File: src/rtl/stream_pkg.sv
// Shared stream-link definitions: default widths, beat math and the IDLE/SEND encoding
// used by both the transmit serializer and the receive-side shell.
package stream_pkg;

  localparam int unsigned DefaultPayloadBits = 128;
  localparam int unsigned DefaultLinkBits    = 32;

  typedef enum logic {
    StIdle = 1'b0,
    StSend = 1'b1
  } stream_state_e;

  function automatic int unsigned num_beats(input int unsigned payload_bits,
                                            input int unsigned link_bits);
    return payload_bits / link_bits;
  endfunction

  // A single-beat link still carries a 1-bit counter so the datapath never degenerates.
  function automatic int unsigned cnt_width(input int unsigned beats);
    return (beats <= 1) ? 1 : $clog2(beats);
  endfunction

endpackage

File: src/rtl/stream_tx_serializer.sv
// Splits each PAYLOAD_BITS word into LINK_BITS beats, LSB slice first, pushed to a receiver
// whose write enable is val_out; a new word may load on the last beat so the link never idles.
module stream_tx_serializer
  import stream_pkg::*;
#(
  parameter int unsigned PAYLOAD_BITS = DefaultPayloadBits,
  parameter int unsigned LINK_BITS    = DefaultLinkBits
) (
  input  logic                    clk,
  input  logic                    reset,
  input  logic [PAYLOAD_BITS-1:0] din,
  input  logic                    val_in,
  output logic                    ready_upward,
  output logic [LINK_BITS-1:0]    dout,
  output logic                    val_out,
  input  logic                    ready_downward,
  output logic                    overflow
);

  localparam int unsigned NUM_BEATS = num_beats(PAYLOAD_BITS, LINK_BITS);
  localparam int unsigned CNT_BITS  = cnt_width(NUM_BEATS);
  localparam logic [CNT_BITS-1:0] LastCnt = CNT_BITS'(NUM_BEATS - 1);

  if (LINK_BITS == 0 || (PAYLOAD_BITS % LINK_BITS) != 0) begin : gen_bad_width
    $error("PAYLOAD_BITS must be a non-zero integer multiple of LINK_BITS");
  end

  stream_state_e           state_q;
  logic [CNT_BITS-1:0]     cnt_q;
  logic [PAYLOAD_BITS-1:0] shreg_q;
  logic                    overflow_q;

  logic busy;
  logic last;
  logic acc;

  always_comb begin
    busy         = (state_q == StSend);
    last         = (cnt_q == LastCnt);
    // Qualified by reset so upstream sees no permission while the block is held cleared.
    ready_upward = !reset && (!busy || (last && ready_downward));
    acc          = val_in && ready_upward;
    val_out      = !reset && busy && ready_downward;
    dout         = val_out ? shreg_q[LINK_BITS-1:0] : '0;
    overflow     = overflow_q;
  end

  always_ff @(posedge clk or posedge reset) begin
    if (reset) begin
      state_q    <= StIdle;
      cnt_q      <= '0;
      shreg_q    <= '0;
      overflow_q <= 1'b0;
    end else begin
      if (val_in && !ready_upward) begin
        overflow_q <= 1'b1;
      end
      unique case (state_q)
        StIdle: begin
          if (acc) begin
            shreg_q <= din;
            cnt_q   <= '0;
            state_q <= StSend;
          end
        end
        StSend: begin
          if (ready_downward) begin
            if (!last) begin
              shreg_q <= shreg_q >> LINK_BITS;
              cnt_q   <= cnt_q + CNT_BITS'(1);
            end else if (acc) begin
              shreg_q <= din;
              cnt_q   <= '0;
            end else begin
              state_q <= StIdle;
              cnt_q   <= '0;
            end
          end
        end
        default: state_q <= StIdle;
      endcase
    end
  end

endmodule

File: config.mk
export PLATFORM = sky130hd
export DESIGN_NAME = stream_tx_serializer
export DESIGN_NICKNAME = d
export VERILOG_FILES = /design/src/rtl/stream_pkg.sv /design/src/rtl/stream_tx_serializer.sv
export SDC_FILE = /design/constraint.sdc
export NUM_CORES = 1
export LEC_CHECK = 0
export BUFFER_PORTS_ARGS = -buffer_cell sky130_fd_sc_hd__buf_2
export CAP_MARGIN = 0
export CORE_MARGIN = 2
export CORE_UTILIZATION = 55
export CTS_BUF_LIST = sky130_fd_sc_hd__clkbuf_8
export CTS_CLUSTER_DIAMETER = 200
export DETAILED_ROUTE_END_ITERATION = 8
export GPL_TIMING_DRIVEN = 1
export PLACE_DENSITY = 0.8
export SETUP_SLACK_MARGIN = 0.3
export SLEW_MARGIN = 5
export SYNTH_ARGS = -nofsm -noshare
export SYNTH_HDL_FRONTEND = slang
export SYNTH_SLANG_ARGS = --single-unit
File: constraint.sdc
create_clock -name clk -period 5.1 [get_ports clk]
set_input_delay 0.51 -clock clk [delete_from_list [all_inputs] [get_ports clk]]
set_output_delay 0.51 -clock clk [all_outputs]
set_load 0.01 [all_outputs]
==> impl_metrics.ini, run 1 <==
[sta]
fin_crit_ns = 2.96
setup_viol = 0
max_freq_mhz = 338
post-route-period-util_pct = 58.1
rsz0062_at_grt = no
fin_setup_tns_ns = 0
finalHoldViolCount = 0
slew_violations = 0
worstMarginPinSlew_ns = 0.974
worst_slack_ns = 2.14
final.setup_skew_ns = 0.0169
slew-limit-headroom_pct = 35.1

[cts]
clockBufferDepth = 2
cts_resized = 0
clock_latency_ns = 0.43
cts_tree = built
cts_buffers = 17
cts_setup_buffers = 0
htree_num_levels = 4
cts.root.buffer_cell = clkbuf_8
clk_pin_slew_ns = 0.07
cts.sinks = 132
cts_hold_buffers = 0

[critical_path]
path_cells = buf_2, inv_4, and3_1, and2_1, buf_2
worstPathMaxFanout = 59
crit_arrival_ns = 2.45
path_buf_inv = 3
crit_type = primary input to output pin
worst_ep_required_time_ns = 4.59
path_delay_family = simple AND/OR/NAND/NOR gates
slowest_stage = and3_1
cpMostUsedCell = buf_2
rrSetupSlack_ns = 2.28
r2r_end = shreg_q[95]$_DFFE_PP0P_
worstRegToRegCells = 5
worstSetupEndpointType = output pin
cpPeakStageDelay_ns = 0.92
timing.critical_path.from_type = primary input
timing.rr.start = cnt_q[0]$_DFFE_PP0P_
cp-startpoint = reset

[power]
cellPowerDensity_nw_per_um2 = 618
clkPwrFrac_pct = 19.7
max-vdd-ir-drop_uv = 274
p_int_uw = 3380
power_leakage_uw = 0.00396
p_seq_share_pct = 36.1
p_sw_uw = 1460
pwr-share-comb_pct = 44.2
switching_share_pct = 30.1

[routing]
ant_nets = 0
drt_iter0_markers = 222
viasPerCell = 5.35
drt_pass1_iterations = 6
drt-total-wl_um = 13200
vias = 4048
wl_per_cell_um = 17.4
route.detailed.drc = 10

[synthesis]
ys_top_cells_by_area = dfrtp_1 (50%), mux2_2 (23%), mux2_4 (14%)
synth_ff_type = dfrtp_1
synth.distinct_cells = 22
syn_area_um2 = 6540
syn_inst = 441
synth_nets = 574
synthDominantCellAreaShare_pct = 50.5
yosys.cell_count.top_type = mux2_2
synthTopCellsByCount = mux2_2 (133), dfrtp_1 (132), mux2_4 (60)
synthArstFlopShare_pct = 100
yosysTopAreaCell = dfrtp_1
ys_seq_area_share_pct = 50.5
synth_edf_count = 0
ys.warnings.count = 0
synth.avg_cell_area_um2 = 14.8
ys_ff_latch = 132

[floorplanning]
die-height_um = 113
core-area_um2 = 11500
start_util_pct = 56.8
die-area_um2 = 12800
rows = 39
ios = 167
die_x_um = 113

[cells_and_area]
n_antenna_cell = 0
syn2layout_area_growth_pct = 19.7
stdcell_area_um2 = 7830
final_cells = 756
drive_above_1_share_pct = 65.3
nets = 734
fin_util_pct = 68.0

[global_routing]
grtUsageTotal_pct = 21.8
grt_pass1_wl_um = 21800
overflow = 0
grtUsageMet3_pct = 4.18
antenna_found_initial = 0
grt_max_degree = 76
use_met1_pct = 28.2
grt_use_met2_pct = 35.9
top_usage_layer = met2
grt_pass1_vias = 4352

[place]
post_dp_cell_area_um2 = 7400
dp_hpwl_um = 9230
gp_congestion = 0.795
place_ws_ns = 2.03
portBuffers = 166
placed_cells = 725

[min_path]
worstHoldPathType = primary input to async pin

[status]
outcome = finished, violations left
violations = design-rule violations

[flow_run]
max_cap_violations = 0
per-layer routing:
layer	share of wire (%)	wire [um]
met5	0	0
met1	44	5770
met3	3.6	478
met2	50	6580
met4	2.7	354
cells in the final DEF, fill, tap and decap left out, drive strengths merged:
cell type  Yosys  layout
clkinv         0       3
ha             1       1
and2          32      32
a21boi         1       1
clkinvlp       0       3
a22oi          1       1
buf           25     172
bufinv         0       4
nand2b         3       3
or2            1       1
clkbuf         6      18
o21ai          3       3
nand2          4       4
a22o          33      33
inv            2       5
xor2           1       1
dfrtp        132     132
mux2         193     193
nor2           2       2
and3           1       1
power groups by stage:
stage	registers (uW)	clock network, uW	logic (uW)
final	1750	952	2140
after global routing	1810	1020	2320
after CTS	1750	970	2170
after detailed placement	1770	0	2170
after global placement	1740	0	2090
after floorplan	1660	0	1940
worst max-delay path by stage:
stage                          end  slack, ns  cells past startpoint
after floorplan           dout[22]       0.32                      4
after global placement    dout[28]       2.16                      5
after detailed placement  dout[10]       2.03                      5
after CTS                 dout[10]       2.03                      5
after global routing       dout[1]       1.84                      5
final                     dout[10]       2.14                      5
per-stage QoR:
step / power (uW) / hold WS [ns]
final: 4840 / 0.215
after global routing: 5150 / 0.261
after CTS: 4890 / 0.230
after detailed placement: 3930 / 0.447
after global placement: 3830 / 0.452
after floorplan: 3600 / 0.469
kinds of logic (layout without fill, tap and decap cells):
| family | count (synthesis) | count (layout) | synth area share, % |
|---|---|---|---|
| buf+inv | 33 | 205 | 3.42 |
| flops | 132 | 132 | 50.5 |
| fa+ha+maj | 1 | 1 | 0.191 |
| mux | 193 | 193 | 36.7 |
| xor+xnor | 1 | 1 | 0.134 |
| simple gates | 43 | 43 | 4.00 |
| compound gates | 38 | 38 | 5.09 |
worst register-to-register path, stage by stage, from the launching register on:
cell      delay [ns]
dfrtp_1         0.41
ha_1            0.22
nand2b_4        0.42
a22oi_4         0.80
buf_4           0.47
mux2_2          0.38
state kept, by name, indices dropped and copies added (netlist names):
name and cells:
shreg_q 128, overflow 1, busy 1, cnt_q 2
final cells by class:
type / count / area (um2)
Clock buffer: 18 / 248
Clock inverter: 13 / 183
Fill cell: 850 / 3690
Inverter: 2 / 10.0
Sequential cell: 132 / 3300
Timing Repair Buffer: 172 / 888
Multi-Input combinational cell: 276 / 3020
Tap cell: 143 / 179
Note: power is estimated with default switching activity, not from simulation.
==> inputs of run 2 (changes only) <==
--- a/config.mk
+++ b/config.mk
@@ -5,15 +5,16 @@
 export SDC_FILE = /design/constraint.sdc
 export NUM_CORES = 1
 export LEC_CHECK = 0
+export ABC_AREA = 1
 export BUFFER_PORTS_ARGS = -buffer_cell sky130_fd_sc_hd__buf_2
 export CAP_MARGIN = 0
 export CORE_MARGIN = 2
-export CORE_UTILIZATION = 55
+export CORE_UTILIZATION = 57
 export CTS_BUF_LIST = sky130_fd_sc_hd__clkbuf_8
 export CTS_CLUSTER_DIAMETER = 200
 export DETAILED_ROUTE_END_ITERATION = 8
 export GPL_TIMING_DRIVEN = 1
-export PLACE_DENSITY = 0.8
+export PLACE_DENSITY = 0.81
 export SETUP_SLACK_MARGIN = 0.3
 export SLEW_MARGIN = 5
 export SYNTH_ARGS = -nofsm -noshare
==> constraint.sdc (replaced) <==
create_clock -name clk -period 2.9 [get_ports clk]
set_input_delay 0.29 -clock clk [delete_from_list [all_inputs] [get_ports clk]]
set_output_delay 0.29 -clock clk [all_outputs]
set_load 0.01 [all_outputs]
==> run 2 against run 1 <==
The flow now finishes without violations. Via count grew 82%. Design area grew 17%. Non-clock buffer count grew 5. Die area grew 16%. Critical path type is now flop to output pin. Largest power group unchanged. Highest routed layer unchanged.
==> impl_metrics.ini, run 2 <==
[cells_and_area]
fin_util_pct = 68.3
ff_latch_area_um2 = 3310
layout_commonest_cell = nand2_1
final_cells = 1565
syn2layout_area_growth_pct = 16.2
fillers = 1230
drive_above_1_share_pct = 15.6
n_antenna_cell = 0
multiInputGateArea_um2 = 3010
reg_top3 = shreg_q: 128 flops, cnt_q: 2 flops
mostFrequentLayoutCells = nand2_1 (484), inv_1 (324), nand3_1 (196)
largest_reg_flops = 128
top_register = shreg_q
nets = 1509

[sta]
hold-worst-slack_ns = 0.0354
post-route-period-util_pct = 82.4
max_freq_mhz = 418
final.setup_skew_ns = 0.0104
rsz0062_at_grt = no
slew_violations = 0
finalHoldViolCount = 0
slew-limit-headroom_pct = 33.6
fin_crit_ns = 2.39
worstMarginPinSlew_ns = 0.996
worst_slack_ns = 0.510
setup_viol = 0

[cts]
clk_pin_slew_ns = 0.08
htree_num_levels = 4
cts_resized = 0
clock_latency_ns = 0.45
cts_hold_buffers = 1
cts_setup_buffers = 0
cts.root.buffer_cell = clkbuf_8
cts_tree = built
cts.sinks = 132
clockBufferDepth = 2
cts_buffers = 17

[synthesis]
yosys.cell_count.top_type = nand2_1
synth_ff_type = dfrtp_1
synth.avg_cell_area_um2 = 6.30
ys_top_cells_by_area = dfrtp_1 (42%), nand2_1 (23%), inv_1 (15%)
synthTopCellsByCount = nand2_1 (485), inv_1 (325), nand3_1 (196)
ys_ff_latch = 132
ys_seq_area_share_pct = 41.9
syn_area_um2 = 7890
synthArstFlopShare_pct = 100
synthDominantCellAreaShare_pct = 41.9
ys.warnings.count = 0
synth.distinct_cells = 16
yosysTopAreaCell = dfrtp_1
synth_edf_count = 0
synth_nets = 1385
syn_inst = 1252

[routing]
drt_pass1_iterations = 6
drt-total-wl_um = 18800
ant_nets = 0
vias = 7370
drt_iter0_markers = 618
route.detailed.drc = 0
viasPerCell = 4.71
wl_per_cell_um = 12.0

[power]
power_leakage_uw = 0.00620
p_total_uw = 9450
max-vdd-ir-drop_uv = 619
cellPowerDensity_nw_per_um2 = 1030

[global_routing]
overflow = 0
grt_max_degree = 111
grt_pass1_wl_um = 31200
grtUsageTotal_pct = 27.1
antenna_found_initial = 0
grt_pass1_vias = 6750

[floorplanning]
die_x_um = 122
core-area_um2 = 13400
rows = 42
die-area_um2 = 14800
die-height_um = 122
start_util_pct = 58.8
ios = 167

[critical_path]
rrSetupSlack_ns = 0.67
timing.rr.start = cnt_q[0]$_DFFE_PP0P_
slowest_stage = dfrtp_4
cp-startpoint = busy$_DFF_PP0_
crit_type = flop to output pin
cpMostUsedCell = nor2_1
worstSetupEndpointType = output pin
worstPathMaxFanout = 34
worstRegToRegCells = 9
r2r_end = shreg_q[51]$_DFFE_PP0P_
path_cells = nand2_1, nor2_1, inv_1, buf_4, nor2_1, buf_2
timing.critical_path.from_type = flop
crit_arrival_ns = 2.10
cpPeakStageDelay_ns = 0.66
worst_ep_required_time_ns = 2.61

[place]
portBuffers = 166
gp_congestion = 0.816
placed_cells = 1532
place_ws_ns = 0.731
dp_hpwl_um = 12800

[min_path]
holdPathEnd = shreg_q[125]$_DFFE_PP0P_
hp-start = din[125]
worstHoldPathType = primary input to flop
hold-path-cell-count = 3

[flow_run]
max_cap_violations = 0

[status]
outcome = finished clean
[run 2: critical path, delay by kind of cell, from the launching register on]
family                 cells  cell delay (ns)
and+or+nand+nor            3             0.52
buffers and inverters      3             0.44
DFF                        1             0.66
[run 2: kinds of logic (layout without fill, tap and decap cells)]
kind of cell | after synthesis | in the layout | synth area share (%)
compound gates | 3 | 3 | 0.270
buf+inv | 398 | 535 | 20.3
simple gates | 718 | 718 | 37.4
fa+ha+maj | 1 | 1 | 0.159
flops | 132 | 132 | 41.9
[run 2: how the worst max path moves through the flow]
stage | endpoint | cells after the start
2_1_floorplan | shreg_q[100]$_DFFE_PP0P_ | 6
3_3_place_gp | shreg_q[27]$_DFFE_PP0P_ | 6
3_5_place_dp | shreg_q[79]$_DFFE_PP0P_ | 6
4_1_cts | dout[13] | 6
5_1_grt | dout[12] | 6
6_report | dout[13] | 6
[run 2: stage by stage]
step	TNS (ns)	area, um2
6_report	0	9160
5_1_grt	0	9160
4_1_cts	0	9160
3_5_place_dp	0	8690
3_3_place_gp	0	8690
2_1_floorplan	-0.608	7890
[run 2: power breakdown]
part	switching [uW]	total, uW	leakage, uW	internal (uW)
Combinational	3030	4640	0.00429	1610
Clock	729	1770	0.000220	1040
Sequential	455	3040	0.00169	2590
[run 2: final cells by class]
cell class	count	share of cell area [%]
Multi-Input combinational cell	722	32.8
Timing Repair Buffer	177	10.3
Clock buffer	18	2.70
Clock inverter	14	2.28
Tap cell	176	2.40
Sequential cell	132	36.1
Inverter	326	13.4
[run 2: metal layers]
layer / up-vias / track usage [%] / part of all wire [%] / wire length [um]
li1: 3841 / - / - / -
met1: 3259 / 35.3 / 44 / 8300
met2: 238 / 44.6 / 47 / 8860
met3: 32 / 4.82 / 5.3 / 1000
met4: 0 / 11.9 / 3.4 / 641
met5: - / 0 / 0 / 0
==> inputs of run 3 (changes only) <==
==> constraint.sdc (replaced) <==
create_clock -name clk -period 2.5 [get_ports clk]
set_input_delay 0.25 -clock clk [delete_from_list [all_inputs] [get_ports clk]]
set_output_delay 0.25 -clock clk [all_outputs]
set_load 0.01 [all_outputs]
==> run 3 against run 2 <==
Clock-buffer cell count up 4. Register-to-register slack worse by 0.15 ns. First-iteration DRC count up 22%. Core utilization up 2.3 points. Die area unchanged. Total power up 16%. Critical path type unchanged. Critical endpoint is now dout[12]. Largest power group unchanged. Highest routed layer unchanged.
==> impl_metrics.ini, run 3 (same netlist as run 2, synthesis figures left out) <==
[min_path]
holdPathEnd = shreg_q[124]$_DFFE_PP0P_
hp-start = din[124]
hold-path-cell-count = 3
worstHoldPathType = primary input to flop

[routing]
ant_nets = 0
vias = 7719
drt_pass1_iterations = 5
drt_iter0_markers = 751
route.detailed.drc = 0
drt-total-wl_um = 19900
viasPerCell = 4.83
wl_per_cell_um = 12.4

[critical_path]
worstSetupEndpointType = output pin
worst_ep_required_time_ns = 2.25
crit_arrival_ns = 1.81
path_cells = nand2_1, nor2_4, clkinvlp_4, buf_4, nor2_1, buf_2
cp_num_cells = 6
slowest_stage = dfrtp_4
crit_type = flop to output pin
worstRegToRegCells = 9
timing.critical_path.from_type = flop
worstPathMaxFanout = 16
rrSetupSlack_ns = 0.52
cpPeakStageDelay_ns = 0.41
timing.rr.start = cnt_q[0]$_DFFE_PP0P_
cp-startpoint = busy$_DFF_PP0_
path_delay_family = simple AND/OR/NAND/NOR gates
r2r_end = shreg_q[90]$_DFFE_PP0P_
path_buf_inv = 3

[sta]
setup_viol = 0
fin_crit_ns = 2.06
post-route-period-util_pct = 82.6
fin_setup_tns_ns = 0
slew_violations = 0
final.setup_skew_ns = 0.0102
slew-limit-headroom_pct = 49.1
finalHoldViolCount = 0
max_freq_mhz = 484
rsz0062_at_grt = no
worst_slack_ns = 0.435
worstMarginPinSlew_ns = 0.764

[cells_and_area]
reg_top3 = shreg_q: 128 flops, cnt_q: 2 flops
top_register = shreg_q
mostFrequentLayoutCells = nand2_1 (484), inv_1 (327), nand3_1 (196)
syn2layout_area_growth_pct = 20.1
layout_commonest_cell = nand2_1
final_cells = 1597
fin_util_pct = 70.7
largest_reg_flops = 128
drive_above_1_share_pct = 15.6
stdcell_area_um2 = 9470
fillers = 1149
n_antenna_cell = 0
nets = 1543

[cts]
clk_pin_slew_ns = 0.07
clockBufferDepth = 2
clock_latency_ns = 0.44
cts.root.buffer_cell = clkbuf_8
htree_num_levels = 4
cts_tree = built
cts.sinks = 132
cts_buffers = 17

[place]
placed_cells = 1535
dp_hpwl_um = 12400
post_dp_cell_area_um2 = 8750
portBuffers = 166
place_ws_ns = 0.416
gp_congestion = 0.827

[global_routing]
overflow = 0
grt_pass1_vias = 7345
grtUsageTotal_pct = 28.9
antenna_found_initial = 0
grt_pass1_wl_um = 33700
grt_max_degree = 134

[power]
power_leakage_uw = 0.00635
cellPowerDensity_nw_per_um2 = 1160
switching_share_pct = 45.1
p_sw_uw = 4940
pwr-share-comb_pct = 52.2
p_seq_share_pct = 31.6
max-vdd-ir-drop_uv = 904
clkPwrFrac_pct = 16.2
p_int_uw = 6010

[floorplanning]
rows = 42
die_x_um = 122
start_util_pct = 58.8
die-area_um2 = 14800
core-area_um2 = 13400
die-height_um = 122
ios = 167

[flow_run]
max_cap_violations = 0

[status]
outcome = finished clean
-- run 3: repair_timing --
| item | in CTS | in global routing |
|---|---|---|
| buffers inserted | 5 | 0 |
| hold endpoints to repair | 26 | 0 |
| pin swaps | 1 | 1 |
| cloned | 1 | 0 |
| setup endpoints to repair | 32 | 6 |
| gates resized for setup | 4 | 2 |
| hold buffers | 26 | 0 |
-- run 3: through the flow --
stage,total power (uW),hold slack (ns)
after global routing,12100,0.0166
final,11000,0.0223
after CTS,10900,0.000502
after detailed placement,9010,0.455
after global placement,8880,0.451
after floorplan,7790,0.367
-- run 3: routing by layer --
metal  vias up  track usage [%]  wire length [um]
met5         -                0                 0
met4         0             13.1               689
met3        55             5.10              1270
met2       300             47.6              9500
met1      3465             37.4              8400
li1       3899                -                 -
-- run 3: final cells by class --
| class | instances | area [um2] | share of cell area (%) |
|---|---|---|---|
| flip-flops and latches | 132 | 3310 | 34.9 |
| multi-input cells | 722 | 3020 | 31.9 |
| repair buffers | 210 | 1290 | 13.6 |
| inverters | 326 | 1230 | 13.0 |
| clock buffers | 22 | 303 | 3.20 |
| well taps | 176 | 220 | 2.33 |
| clock inverters | 8 | 85.1 | 0.899 |
| repair inverters | 1 | 7.51 | 0.0793 |
-- run 3: worst max-delay path by stage --
stage,to
CTS,dout[12]
floorplan,shreg_q[100]$_DFFE_PP0P_
finish,dout[12]
global route,dout[6]
global placement,dout[26]
detailed placement,dout[12]
-- run 3: tightest hold or removal path: cells and delay by family --
| family | cells | cell delay, ns |
|---|---|---|
| and+or+nand+nor | 2 | 0.10 |
| buffers and inverters | 1 | 0.08 |
-- run 3: power by group through the flow --
stage / Clock (uW) / Sequential, uW / Combinational [uW]
6_report: 1770 / 3470 / 5710
5_1_grt: 1890 / 3550 / 6670
4_1_cts: 1780 / 3450 / 5660
3_5_place_dp: 0 / 3530 / 5470
3_3_place_gp: 0 / 3510 / 5370
2_1_floorplan: 0 / 3350 / 4440
